### src/rtl/des_iter_controller.sv
// Iterative DES round sequencer: loads a post-IP block and key, steps an external
// Feistel-round datapath 16 times while running the key schedule, returns {R16,L16}.
module des_iter_controller (
    input  logic        clk,
    input  logic        n_rst,
    input  logic [63:0] data_in,
    input  logic [63:0] key_in,
    input  logic        decrypt,
    input  logic        in_valid,
    output logic        in_ready,
    output logic [63:0] data_out,
    output logic        out_valid,
    input  logic        out_ready,
    output logic        busy,
    output logic [3:0]  round_num,
    output logic [31:0] rnd_left,
    output logic [31:0] rnd_right,
    output logic [47:0] rnd_key,
    input  logic [31:0] rnd_out_left,
    input  logic [31:0] rnd_out_right
);

    typedef enum logic [1:0] {IDLE, ROUND, DONE} state_t;

    localparam int PC1_T [56] = '{
        57, 49, 41, 33, 25, 17,  9,  1, 58, 50, 42, 34, 26, 18,
        10,  2, 59, 51, 43, 35, 27, 19, 11,  3, 60, 52, 44, 36,
        63, 55, 47, 39, 31, 23, 15,  7, 62, 54, 46, 38, 30, 22,
        14,  6, 61, 53, 45, 37, 29, 21, 13,  5, 28, 20, 12,  4};

    localparam int PC2_T [48] = '{
        14, 17, 11, 24,  1,  5,  3, 28, 15,  6, 21, 10,
        23, 19, 12,  4, 26,  8, 16,  7, 27, 20, 13,  2,
        41, 52, 31, 37, 47, 55, 30, 40, 51, 45, 33, 48,
        44, 49, 39, 56, 34, 53, 46, 42, 50, 36, 29, 32};

    // Table entries number bits from 1 at the MSB.
    function automatic logic [55:0] pc1(input logic [63:0] k);
        logic [55:0] r;
        r = '0;
        for (int i = 0; i < 56; i++) r[55-i] = k[64-PC1_T[i]];
        return r;
    endfunction

    function automatic logic [47:0] pc2(input logic [55:0] cd);
        logic [47:0] r;
        r = '0;
        for (int i = 0; i < 48; i++) r[47-i] = cd[56-PC2_T[i]];
        return r;
    endfunction

    // Schedule entries 0, 1, 8 and 15 shift by one; all others by two.
    function automatic logic shift_two(input logic [3:0] idx);
        return !(idx == 4'd0 || idx == 4'd1 || idx == 4'd8 || idx == 4'd15);
    endfunction

    function automatic logic [27:0] rotl(input logic [27:0] x, input logic two);
        return two ? {x[25:0], x[27:26]} : {x[26:0], x[27]};
    endfunction

    function automatic logic [27:0] rotr(input logic [27:0] x, input logic two);
        return two ? {x[1:0], x[27:2]} : {x[0], x[27:1]};
    endfunction

    state_t      state;
    logic [31:0] l_q, r_q;
    logic [27:0] c_q, d_q;
    logic [3:0]  cnt;
    logic        mode;
    logic [55:0] pc1_key;
    logic        two_enc, two_dec;
    logic        unused_parity;

    assign pc1_key   = pc1(key_in);
    assign two_enc   = shift_two(cnt + 4'd1);
    assign two_dec   = shift_two(~cnt);       // 16-(cnt+1) == 15-cnt
    assign rnd_left  = l_q;
    assign rnd_right = r_q;
    assign rnd_key   = pc2({c_q, d_q});
    assign round_num = cnt;
    assign unused_parity = ^{key_in[56], key_in[48], key_in[40], key_in[32],
                             key_in[24], key_in[16], key_in[8],  key_in[0]};

    always_ff @(posedge clk or negedge n_rst) begin
        if (!n_rst) begin
            state     <= IDLE;
            l_q       <= '0;
            r_q       <= '0;
            c_q       <= '0;
            d_q       <= '0;
            cnt       <= '0;
            mode      <= 1'b0;
            data_out  <= '0;
            out_valid <= 1'b0;
            busy      <= 1'b0;
            in_ready  <= 1'b1;
        end else begin
            case (state)
                IDLE: if (in_valid) begin
                    l_q      <= data_in[63:32];
                    r_q      <= data_in[31:0];
                    mode     <= decrypt;
                    cnt      <= '0;
                    // Decrypt starts from K16, whose C/D equal the unrotated PC-1 halves.
                    c_q      <= decrypt ? pc1_key[55:28] : rotl(pc1_key[55:28], 1'b0);
                    d_q      <= decrypt ? pc1_key[27:0]  : rotl(pc1_key[27:0],  1'b0);
                    in_ready <= 1'b0;
                    busy     <= 1'b1;
                    state    <= ROUND;
                end
                ROUND: begin
                    l_q <= rnd_out_left;
                    r_q <= rnd_out_right;
                    cnt <= cnt + 4'd1;
                    c_q <= mode ? rotr(c_q, two_dec) : rotl(c_q, two_enc);
                    d_q <= mode ? rotr(d_q, two_dec) : rotl(d_q, two_enc);
                    if (cnt == 4'd15) begin
                        data_out  <= {rnd_out_right, rnd_out_left};
                        out_valid <= 1'b1;
                        state     <= DONE;
                    end
                end
                DONE: if (out_ready) begin
                    out_valid <= 1'b0;
                    busy      <= 1'b0;
                    in_ready  <= 1'b1;
                    state     <= IDLE;
                end
                default: state <= IDLE;
            endcase
        end
    end

endmodule
### config.mk
export PLATFORM = sky130hd
export DESIGN_NAME = des_iter_controller
export DESIGN_NICKNAME = d
export VERILOG_FILES = /design/src/rtl/des_iter_controller.sv
export SDC_FILE = /design/constraint.sdc
export NUM_CORES = 1
export LEC_CHECK = 0
export ABC_CLOCK_PERIOD_IN_PS = 3000
export BUFFER_PORTS_ARGS = -buffer_cell sky130_fd_sc_hd__buf_2
export CORE_UTILIZATION = 40
export CTS_CLUSTER_SIZE = 14
export DETAILED_ROUTE_END_ITERATION = 16
export GPL_TIMING_DRIVEN = 1
export PLACE_DENSITY_LB_ADDON = 0.25
export SYNTH_ARGS = -nofsm -noshare
export SYNTH_HDL_FRONTEND = slang
export SYNTH_SLANG_ARGS = --single-unit
### constraint.sdc
create_clock -name clk -period 3 [get_ports clk]
set_clock_uncertainty 0.15 [all_clocks]
set_input_delay 0 -clock clk [delete_from_list [all_inputs] [get_ports clk]]
set_output_delay 0 -clock clk [all_outputs]
set_load 0.05 [all_outputs]
==> PnR_summary.wiki, run 1 <==
{| class="wikitable"
! Metric !! Value
|-
| Startpoint types || register
|-
| Synth cell types || 53
|-
| Violations in the final reports || negative hold slack
|-
| Sum of routed wire length over all layers || 44,200 um
|-
| Clk pin slew, worst setup/hold paths || 0.08 ns
|-
| Required time at the worst-slack endpoint || between 3 and 4 ns
|-
| Achievable frequency || 394 MHz
|-
| Most frequent cells in the layout || 370 x sky130_fd_sc_hd__buf_2, 190 x sky130_fd_sc_hd__dfrtp_1, 139 x sky130_fd_sc_hd__dlygate4sd3_1, 125 x sky130_fd_sc_hd__nand2_1, 118 x sky130_fd_sc_hd__mux2_2
|-
| Initial Util || 0.406
|-
| Vias per cell || 6.02
|-
| Worst stage delay on the critical path || 0.60 ns
|-
| Total negative slack || 0 ns
|-
| Register cell area after layout || 4860 um2
|-
| Vias || 11,960
|-
| Number of design-rule violations left by the first detailed-router iteration || 1,253
|-
| Die boundary height || approximately 180 um
|-
| Static power due to leakage || 6.95 nW
|-
| Number of instances in the synthesized netlist || 1,209
|-
| Final total power || 21.5 mW
|-
| Number of maximum-capacitance violations || 0
|-
| Detailed placement HPWL || 26,500 um
|-
| Total of fill cells in the finished design || 2,712
|-
| Sequential share of the synthesized area || 0.392
|-
| Mean cell area of the mapped netlist || 10.2 um2
|-
| Initial antenna violation count || 2
|-
| Number of slew-limit violations in the final report || 0
|-
| Final design instance area without fill || 16,100 um2
|-
| Per-cell routed wire length || 22.2 um
|-
| Number of endpoints with negative hold slack in the final report || 1
|-
| Max Fanout on Critical Path || 40
|-
| Worst rel slew slack || 0.533
|-
| Wire length of the first global-routing pass || approximately 70,000 um
|-
| Number of H-tree levels || 4
|-
| Total power per unit cell area || 1330 nW/um2
|-
| Vias in the first global route || 12,063
|-
| Full die area || 31,600 um2
|-
| Net Count, Synth || between 1,000 and 1,500
|-
| Cell-by-cell trace of the critical path || ha_1 -> or4b_4 -> o21ai_4 -> buf_12 -> nor4_1 -> a211oi_1
|-
| Area growth from synthesis to final layout || 30.1%
|-
| TritonCTS buffer count || 17
|-
| Final critical-path required period || 2.54 ns
|-
| Maximum number of pins on one net before global-route repair || 77
|-
| Total global routing track utilization || 0.277
|-
| Number of placement rows || 64
|-
| # DRC || 0
|-
| Ports placed on the boundary || 380
|-
| Kind of path behind the tightest hold check || in -> async
|-
| Post CTS Setup Buffer Count || 0
|-
| Leading cell type in the layout, fill and taps excluded || sky130_fd_sc_hd__buf_2
|-
| Synthesized area || ~12,000 um2
|-
| Buffer and inverter count on the worst path || 1
|-
| Cell with the biggest individual delay on the critical path || sky130_fd_sc_hd__or4b_4
|-
| Arr. time, crit path || 2.73 ns
|-
| # setup viols final || 0
|-
| Final period utilization || 0.846
|-
| VDD IR-drop max || 0.000787 V
|-
| Number of synthesized register bits || 194
|-
| Setup repair after global routing missed its margin || no
|-
| Maximum buffer depth of the clock tree || 2
|-
| Number of port buffers || 371
|-
| NumNets Final || between 1,500 and 2,000
|-
| Area taken by multi-input logic gates || approximately 6400 um2
|-
| Yosys warns || 0
|-
| Clock net sink count || 194
|-
| Master cell of the clock root buffer || sky130_fd_sc_hd__clkbuf_16
|-
| Final-layout worst hold slack || -0.00812 ns
|-
| Post-detailed-route count of antenna-violating nets || 0
|-
| Placer's final routability congestion estimate || 0.858
|-
| Worst Max-Slew Pin Slew || between 0.7 and 0.8 ns
|-
| DRT Pass-1 Iters || 5
|-
| Util after Layout || 0.528
|-
| Status || finished with violations
|-
| Fraction of layout cells with a size suffix above 1 || 0.393
|-
| Horizontal die dimension || 178 um
|-
| Post-DP Area || 14,100 um2
|-
| Cell class contributing the biggest share of worst-path delay || simple AND/OR/NAND/NOR gates
|-
| TritonCTS clock tree || built
|-
| Total congestion overflow || 0
|-
| Crit. End Element || register
|-
| Worst setup path class || reg -> reg
|-
| Area of the core || between 30,000 and 40,000 um2
|-
| Worst skew pair latency || around 0.44 ns
|}
-- metal layers --
metal  vias up  share of wire  GRT usage
met3        97          0.080     0.0658
met2       640           0.49      0.457
met5         -              0          0
met1      5869           0.40      0.356
li1       5354              -          -
met4         0          0.028     0.0901
-- power by group --
| group | total [mW] | internal [mW] | switching (mW) |
|---|---|---|---|
| Combinational | 13.8 | 4.30 | 9.49 |
| Clock | 2.41 | 1.19 | 1.22 |
| Sequential | 5.26 | 3.95 | 1.31 |
| Total | 21.5 | 9.44 | 12.0 |
-- sequential cells by signal (all words and copies together), names as in the netlist --
signal     count
round_num      4
rnd_right     32
state          2
busy           1
rnd_left      32
c_q           28
mode           1
out_valid      1
d_q           28
in_ready       1
data_out      64
-- metrics by stage --
step | hold WS, ns | instances | worst slack [ns]
finish | -0.00812 | 1988 | 0.462
global route | 0.0506 | 1988 | 0.284
CTS | 0.0232 | 1986 | 0.426
detailed placement | -0.0671 | 1816 | 0.461
global placement | -0.0597 | 1816 | 0.533
floorplan | -0.446 | 1209 | 0.456
-- path summary, 6_finish.rpt --
kind / startpoint / end / slack, ns / cells past startpoint
worst max-delay path: round_num[1] / c_q[23] / 0.46 / 6
worst min register to register: rnd_right[30] / rnd_right[30] / 0.33 / 2
worst max register to register: round_num[1] / c_q[23] / 0.46 / 6
worst min-delay path: n_rst / d_q[19] / -0.008 / 2
max in group asynchronous: n_rst / data_out[58] / 1.88 / 3
min in group clk: decrypt / mode / 0.06 / 3
-- synth_stat cells (all sizes together) --
| library cell | instances | area share |
|---|---|---|
| a31oi | 1 | 0.00051 |
| a31o | 1 | 0.00071 |
| nand3 | 2 | 0.00081 |
| o21bai | 1 | 0.00091 |
| nor3 | 3 | 0.0012 |
| a311oi | 2 | 0.0014 |
| nand4b | 1 | 0.00071 |
| a21boi | 1 | 0.00091 |
| o2bb2ai | 3 | 0.0021 |
| o211ai | 57 | 0.036 |
| or3b | 2 | 0.0014 |
| a41oi | 1 | 0.00071 |
| or4b | 1 | 0.0011 |
| mux2i | 67 | 0.054 |
| o211a | 1 | 0.00081 |
| o21a | 1 | 0.00061 |
| mux2 | 118 | 0.11 |
| o21ai | 71 | 0.030 |
| a2111oi | 1 | 0.00071 |
| dfrtp | 193 | 0.39 |
| clkbuf | 50 | 0.015 |
| and2 | 2 | 0.0010 |
| nor2b | 3 | 0.0015 |
| a21o | 2 | 0.0012 |
| and3 | 1 | 0.00051 |
| dfstp | 1 | 0.0021 |
| a21oi | 61 | 0.026 |
| a211oi | 106 | 0.086 |
| o221ai | 53 | 0.038 |
| o31ai | 1 | 0.00061 |
| a22o | 1 | 0.00071 |
| nor2 | 3 | 0.00091 |
| a311o | 53 | 0.043 |
| buf | 143 | 0.075 |
| nand2 | 125 | 0.038 |
| nor4 | 51 | 0.026 |
| nand3b | 1 | 0.00061 |
| nand2b | 6 | 0.0030 |
| a221oi | 1 | 0.00071 |
| and3b | 1 | 0.00071 |
| ha | 4 | 0.0040 |
| or3 | 1 | 0.00051 |
| nor3b | 2 | 0.0012 |
| nand4 | 2 | 0.0010 |
| inv | 7 | 0.0021 |
-- cell families (layout without fill, tap and decap cells) --
group,count (synthesis),after routing,synth area share
adders and majority gates,4,4,0.00404
muxes,185,185,0.162
DFF,194,194,0.392
other,0,2,0
AOI/OAI and AO/OA,419,419,0.270
buffers and inverters,200,581,0.0924
and+or+nand+nor,207,207,0.0800
-- final cells by class --
| class | instances | area share |
|---|---|---|
| clock buffer | 17 | 0.0264 |
| antenna | 2 | 0.000311 |
| timing repair buffer | 543 | 0.230 |
| clock inverter | 14 | 0.0103 |
| multi-input combinational | 815 | 0.399 |
| tap | 396 | 0.0308 |
| sequential | 194 | 0.302 |
| inverter | 7 | 0.00163 |
-- repair_timing --
| action | CTS | global route |
|---|---|---|
| hold buffers | 139 | 0 |
| endpoints found under the hold margin | 212 | 0 |
| resized for setup | 0 | 0 |
Power figures use the tool's default switching activity.
==> run 2, diff against run 1 <==
--- a/config.mk
+++ b/config.mk
@@ -5,7 +5,8 @@
 export SDC_FILE = /design/constraint.sdc
 export NUM_CORES = 1
 export LEC_CHECK = 0
-export ABC_CLOCK_PERIOD_IN_PS = 3000
+export ABC_AREA = 1
+export ABC_CLOCK_PERIOD_IN_PS = 2300
 export BUFFER_PORTS_ARGS = -buffer_cell sky130_fd_sc_hd__buf_2
 export CORE_UTILIZATION = 40
 export CTS_CLUSTER_SIZE = 14
==> constraint.sdc (replaced) <==
create_clock -name clk -period 2.3 [get_ports clk]
set_clock_uncertainty 0.15 [all_clocks]
set_input_delay 0 -clock clk [delete_from_list [all_inputs] [get_ports clk]]
set_output_delay 0 -clock clk [all_outputs]
set_load 0.05 [all_outputs]
==> run 2 against run 1 <==
Effect of this change:
- the flow now finishes without violations
- final area grew 1.4%
- cell count grew 25%
- global-route usage grew 0.34 points
- maximum frequency grew 19%
- area after synthesis shrank 5.6%
- synthesized cell count grew 34%
- total power grew 36%
- sequential share of layout area shrank 0.41 points
- via count grew 7.9%
- register-to-register slack lost 0.29 ns
- critical path type unchanged
==> PnR_summary.wiki, run 2 <==
{| class="wikitable"
! Metric !! Value
|-
| NumNets Final || 2,290
|-
| Crit. End Element || register
|-
| Number of design-rule violations left by the first detailed-router iteration || ~1,200
|-
| Worst rel slew slack || 0.342
|-
| Number of synthesized register bits || 194
|-
| Master cell of the clock root buffer || sky130_fd_sc_hd__clkbuf_16
|-
| Final critical-path required period || 2.12 ns
|-
| Number of synthesized flops with an enable pin || 0
|-
| Area growth from synthesis to final layout || 39.6%
|-
| Vias || approximately 13,000
|-
| Sum of routed wire length over all layers || 41,800 um
|-
| Cell-by-cell trace of the critical path || inv_2 -> nor2_8 -> inv_4 -> a31oi_1 -> dlygate4sd3_1 -> nand2_1 -> nand2_1
|-
| Area of the core || 28,700 um2
|-
| DRT Pass-1 Iters || 5
|-
| Per-cell routed wire length || between 15 and 20 um
|-
| # DRC || 0
|-
| Maximum number of pins on one net before global-route repair || about 100
|-
| Largest area contributor in the synthesized netlist || sky130_fd_sc_hd__dfrtp_1
|-
| Register with the most flip-flops || data_out
|-
| Post-DP Area || 13,600 um2
|-
| Initial antenna violation count || 5
|-
| Net Count, Synth || roughly 1,800
|-
| Mean cell area of the mapped netlist || 7.20 um2
|-
| Number of placement rows || 62
|-
| Synth cell count leaders || 568 x sky130_fd_sc_hd__nand2_1, 193 x sky130_fd_sc_hd__dfrtp_1, 122 x sky130_fd_sc_hd__inv_1
|-
| Arr. time, crit path || 2.31 ns
|-
| Yosys warns || 0
|-
| Fraction of layout cells with a size suffix above 1 || 0.234
|-
| Number of instances in the synthesized netlist || 1,624
|-
| Worst stage delay on the critical path || ~0.60 ns
|-
| Post-detailed-route count of antenna-violating nets || 0
|-
| Max reg flops || 64
|-
| Post-synth top area share || 0.413
|-
| Util after Layout || 0.569
|-
| Number of slew-limit violations in the final report || 0
|-
| Area taken by multi-input logic gates || 5470 um2
|-
| Final-layout worst hold slack || 0.0549 ns
|-
| Total power per unit cell area || 1790 nW/um2
|-
| VDD IR-drop max || 0.00108 V
|-
| Max Fanout on Critical Path || 39
|-
| Number of port buffers || 371
|-
| TritonCTS buffer count || 17
|-
| TritonCTS clock tree || built
|-
| Startpoint types || register
|-
| Cell with the biggest individual delay on the critical path || sky130_fd_sc_hd__dlygate4sd3_1
|-
| Commonest register cell after synthesis || sky130_fd_sc_hd__dfrtp_1
|-
| Leading cell type in the layout, fill and taps excluded || sky130_fd_sc_hd__nand2_1
|-
| Clock net sink count || 194
|-
| Ports placed on the boundary || 380
|-
| Final period utilization || 0.924
|-
| Vias per cell || approximately 5.2
|-
| Fraction of registers with async set/reset || 1.00
|-
| Cell mode on critical path || sky130_fd_sc_hd__nand2_1
|-
| Most frequent cells in the layout || 567 x sky130_fd_sc_hd__nand2_1, 370 x sky130_fd_sc_hd__buf_2, 198 x sky130_fd_sc_hd__dlygate4sd3_1, 190 x sky130_fd_sc_hd__dfrtp_1, 121 x sky130_fd_sc_hd__nor2_1
|-
| # setup viols final || 0
|-
| Clk pin slew, worst setup/hold paths || approximately 0.090 ns
|-
| Final Worst Setup Slack || 0.176 ns
|-
| Detailed placement HPWL || 26,200 um
|-
| Number of maximum-capacitance violations || 0
|-
| Achievable frequency || 471 MHz
|-
| Die boundary height || ~170 um
|-
| Horizontal die dimension || 173 um
|-
| Number of endpoints with negative hold slack in the final report || 0
|-
| Maximum buffer depth of the clock tree || 2
|-
| Status || completed
|-
| Register cell area after layout || between 4000 and 5000 um2
|-
| Worst Max-Slew Pin Slew || 0.984 ns
|-
| Placer's final routability congestion estimate || 0.830
|-
| Vias in the first global route || ~13,000
|-
| Sequential share of the synthesized area || 0.415
|-
| Worst skew pair latency || 0.45 ns
|-
| Wire length of the first global-routing pass || 67,600 um
|-
| Total negative slack || 0 ns
|-
| Total of fill cells in the finished design || 2,692
|-
| Most repeated cell in the gate-level netlist after synthesis || sky130_fd_sc_hd__nand2_1
|-
| Initial Util || 0.407
|-
| Number of H-tree levels || 4
|-
| Final design instance area without fill || 16,300 um2
|-
| Static power due to leakage || 8.38 nW
|-
| Kind of path behind the tightest hold check || in -> async
|-
| Cell types occupying the most area after synthesis || sky130_fd_sc_hd__dfrtp_1 41%, sky130_fd_sc_hd__nand2_1 18%, sky130_fd_sc_hd__o21ai_0 4.4%
|-
| Worst setup path class || reg -> reg
|-
| Synth cell types || 30
|-
| Setup repair after global routing missed its margin || no
|-
| Required time at the worst-slack endpoint || 2.48 ns
|-
| Full die area || 29,900 um2
|-
| Synthesized area || roughly 12,000 um2
|-
| Pre-CTS setup slack || slightly above 0.2 ns
|-
| Total global routing track utilization || 0.281
|-
| Total congestion overflow || 0
|}
[run 2: cell count changes after synthesis, sizes merged, moves of 57 or more]
cell,delta
inv,+118
o21ai,+58
nand2,+446
nand3,+61
nor2,+122
mux2i,-67
o211ai,-57
a211oi,-106
[run 2: power breakdown]
group | internal, mW | switching (mW) | leakage [nW]
Clock | 1.47 | 1.58 | 0.284
Sequential | 5.25 | 1.27 | 2.29
Combinational | 5.66 | 13.9 | 5.81
[run 2: cell families after synthesis]
kind of cell	synth area share
AOI/OAI and AO/OA	0.115
adders and majority gates	0.00428
buffers and inverters	0.118
DFF	0.415
muxes	0.0617
and+or+nand+nor	0.285
[run 2: timing repair]
action | 4_1_cts | 5_1_grt
setup endpoints to repair | 0 | 15
gates resized for setup | 0 | 2
hold buffers | 200 | 0
hold endpoints to repair | 383 | 0
buffers inserted | 0 | 6
[run 2: final timing paths]
path / start / endpoint / slack, ns / cells after the start
setup / recovery: state[0] / c_q[24] / 0.18 / 7
hold / removal: n_rst / rnd_left[17] / 0.05 / 3
setup reg to reg: state[0] / c_q[24] / 0.18 / 7
hold reg to reg: in_ready / in_ready / 0.33 / 2
max in group asynchronous: n_rst / c_q[6] / 0.58 / 3
min in group clk: rnd_out_right[29] / data_out[61] / 0.16 / 3
[run 2: worst max-delay path, delay by kind of cell (launching register included)]
family	cells	cell delay (ns)
compound gates	1	0.14
buf+inv	3	1.10
flops	1	0.44
simple gates	3	0.19
[run 2: metrics by stage]
stage,cells,total power [mW]
after floorplan,1624,21.2
after global placement,2248,25.1
after detailed placement,2248,25.3
after CTS,2480,28.9
after global routing,2490,31.4
final,2491,29.1
[run 2: area by class of cell]
class / count / area share
Timing Repair Buffer: 612 / 0.272
Sequential cell: 194 / 0.298
Tap cell: 384 / 0.0294
Inverter: 126 / 0.0291
Multi-Input combinational cell: 1138 / 0.335
Clock buffer: 18 / 0.0263
Antenna cell: 5 / 0.000767
Clock inverter: 14 / 0.00958
[run 2: metal layers]
layer  vias to the layer above  GRT usage  wire length, um
met4                         0      0.135             1810
met2                       539      0.475            20100
met3                       118     0.0671             3070
li1                       6123          -                -
met1                      6122      0.335            16800
met5                         -          0                0
==> run 3, diff against run 2 <==
--- a/config.mk
+++ b/config.mk
@@ -8,10 +8,13 @@
 export ABC_AREA = 1
 export ABC_CLOCK_PERIOD_IN_PS = 2300
 export BUFFER_PORTS_ARGS = -buffer_cell sky130_fd_sc_hd__buf_2
+export CORE_ASPECT_RATIO = 1.1
 export CORE_UTILIZATION = 40
+export CTS_BUF_LIST = sky130_fd_sc_hd__clkbuf_16
 export CTS_CLUSTER_SIZE = 14
 export DETAILED_ROUTE_END_ITERATION = 16
 export GPL_TIMING_DRIVEN = 1
+export MAX_ROUTING_LAYER = met4
 export PLACE_DENSITY_LB_ADDON = 0.25
 export SYNTH_ARGS = -nofsm -noshare
 export SYNTH_HDL_FRONTEND = slang
==> run 3 against run 2 <==
Effect of this change:
- total power up 2.7%
- final area increased by 1.0%
- clock power up 3%
- via count grew 0.90%
- non-clock buffer count is 12 higher
- largest cell class unchanged
- critical path depth is 2 higher
- worst setup slack worse by 0.085 ns
- count of clock-buffer cells in the layout down 1
- worst hold slack worse by 0.030 ns
- routed wire length increased by 2.0%
==> PnR_summary.wiki, run 3 (same netlist as run 2, synthesis figures left out) <==
{| class="wikitable"
! Metric !! Value
|-
| Status || completed
|-
| Total global routing track utilization || 0.287
|-
| Number of slew-limit violations in the final report || 0
|-
| Horizontal die dimension || 165 um
|-
| TritonCTS clock tree || built
|-
| Most utilized layer in the global route result || met2
|-
| Final design instance area without fill || between 15,000 and 20,000 um2
|-
| Number of placed cells counting well taps || 2,227
|-
| Area growth from synthesis to final layout || 41.1%
|-
| Total congestion overflow || 0
|-
| Worst rel slew slack || 0.583
|-
| Start point of the worst min-delay path || in_valid
|-
| Post-detailed-route count of antenna-violating nets || 0
|-
| Register cell area after layout || 4860 um2
|-
| Worst Reg2Reg Path Length in Cells || 9
|-
| Post-DP Area || 13,600 um2
|-
| Initial Util || 0.407
|-
| Master cell of the clock root buffer || sky130_fd_sc_hd__clkbuf_16
|-
| Total of fill cells in the finished design || around 2,600
|-
| Final non-filler cell total || 2,486
|-
| Vias in the first global route || 12,544
|-
| Reg-to-Reg End || rnd_right[24]
|-
| Number of design-rule violations left by the first detailed-router iteration || 924
|-
| Global routing met2 resource utilization || 0.468
|-
| Number of H-tree levels || 4
|-
| Crit. Startpoint || state[1]
|-
| Per-cell routed wire length || 17.2 um
|-
| Arr. time, crit path || 2.45 ns
|-
| Placer's final routability congestion estimate || 0.879
|-
| Final total power || 29.9 mW
|-
| Setup repair after global routing missed its margin || yes
|-
| Number of maximum-capacitance violations || 0
|-
| Full die area || 29,900 um2
|-
| Worst setup path class || reg -> reg
|-
| Area taken by multi-input logic gates || 5480 um2
|-
| Max reg flops || between 60 and 70
|-
| Hold Path End || mode
|-
| # setup viols final || 0
|-
| # DRC || 0
|-
| Clock net sink count || 194
|-
| Ports placed on the boundary || 380
|-
| Number of placement rows || 65
|-
| Maximum number of pins on one net before global-route repair || 86
|-
| Cell depth of the worst min-delay path || 6
|-
| Number of endpoints with negative hold slack in the final report || 0
|-
| Vias per cell || 5.24
|-
| Static power due to leakage || approximately 8.4 nW
|-
| Leading cell type in the layout, fill and taps excluded || sky130_fd_sc_hd__nand2_1
|-
| Fraction of layout cells with a size suffix above 1 || 0.230
|-
| Crit. End Element || register
|-
| Sum of routed wire length over all layers || ~43,000 um
|-
| Detailed placement HPWL || about 26,000 um
|-
| Total power per unit cell area || 1810 nW/um2
|-
| Met3 layer usage reported by global route || 0.0684
|-
| Wire length of the first global-routing pass || ~66,000 um
|-
| Achievable frequency || 453 MHz
|-
| NumNets Final || 2,302
|-
| Cell-by-cell trace of the critical path || inv_2 -> nand2_2 -> nor2_4 -> nor2_4 -> inv_2 -> clkbuf_8 -> nor2_1 -> a21oi_1 -> dlygate4sd3_1
|-
| Util after Layout || 0.574
|-
| Die boundary height || 181 um
|-
| Register with the most flip-flops || data_out
|-
| Worst Max-Slew Pin Slew || approximately 0.63 ns
|-
| Final Worst Setup Slack || 0.0902 ns
|-
| Vias || about 13,000
|-
| Pre-CTS setup slack || 0.0783 ns
|-
| Clk pin slew, worst setup/hold paths || 0.08 ns
|-
| Setup slack of the most critical reg-to-reg path || 0.09 ns
|-
| TritonCTS buffer count || 17
|-
| Worst stage delay on the critical path || between 0.5 and 0.6 ns
|-
| Cell with the biggest individual delay on the critical path || sky130_fd_sc_hd__dlygate4sd3_1
|-
| Area of the core || roughly 29,000 um2
|-
| Max Fanout on Critical Path || 39
|-
| R2r startpoint || state[1]
|-
| Startpoint types || register
|-
| Required time at the worst-slack endpoint || about 2.5 ns
|-
| Maximum buffer depth of the clock tree || 2
|-
| Initial antenna violation count || 4
|-
| Final period utilization || 0.961
|-
| DRT Pass-1 Iters || 5
|-
| Final critical-path required period || 2.21 ns
|-
| Kind of path behind the tightest hold check || in -> reg
|-
| Most frequent cells in the layout || 567 x sky130_fd_sc_hd__nand2_1, 370 x sky130_fd_sc_hd__buf_2, 218 x sky130_fd_sc_hd__dlygate4sd3_1, 189 x sky130_fd_sc_hd__dfrtp_1, 121 x sky130_fd_sc_hd__nor2_1
|-
| VDD IR-drop max || slightly below 0.001 V
|-
| Worst skew pair latency || 0.44 ns
|-
| Routing usage on met1 || 0.336
|-
| Number of port buffers || 371
|}
## run 3: area by class of cell
type	count	share of cell area
multi-input combinational	1138	0.332
antenna	4	0.000607
inverter	126	0.0288
timing repair buffer	624	0.278
clock inverter	15	0.0117
tap	368	0.0279
clock buffer	17	0.0258
sequential	194	0.295
## run 3: per-layer routing
metal	routed length (um)	vias to the layer above
met2	21000	582
met4	1660	0
met3	3140	100
met5	0	-
met1	16900	6202
li1	-	6134
## run 3: through the flow
| stage | hold WS, ns | setup TNS [ns] |
|---|---|---|
| 2_1_floorplan | -0.446 | 0 |
| 3_3_place_gp | -0.135 | 0 |
| 3_5_place_dp | -0.130 | 0 |
| 4_1_cts | 0.00754 | 0 |
| 5_1_grt | 0.0207 | -0.0185 |
| 6_report | 0.0244 | 0 |
## run 3: worst max-delay path by stage
| stage | slack [ns] | depth (start not counted) | to |
|---|---|---|---|
| floorplan | 0.10 | 12 | c_q[0] |
| global placement | 0.18 | 6 | data_out[38] |
| detailed placement | 0.08 | 6 | data_out[31] |
| CTS | 0.02 | 9 | rnd_right[24] |
| global route | -0.01 | 9 | rnd_left[18] |
| finish | 0.09 | 9 | rnd_right[24] |
## run 3: power breakdown
part / switching (mW) / internal (mW)
Combinational: 14.1 / 6.15
Clock: 1.56 / 1.58
Sequential: 1.28 / 5.25
## run 3: worst max-delay path, delay by kind of cell, from the launching register on
kind | cells | cell delay (ns)
DFF | 1 | 0.46
buffers and inverters | 4 | 1.00
and+or+nand+nor | 4 | 0.37
AOI/OAI and AO/OA | 1 | 0.15
## run 3: what timing repair did
item                                    in CTS  in global routing
hold endpoints to repair                   381                  0
buffers inserted                             0                  2
hold buffers                               218                  0
endpoints found under the setup margin       0                 54
gates resized for setup                      0                  8
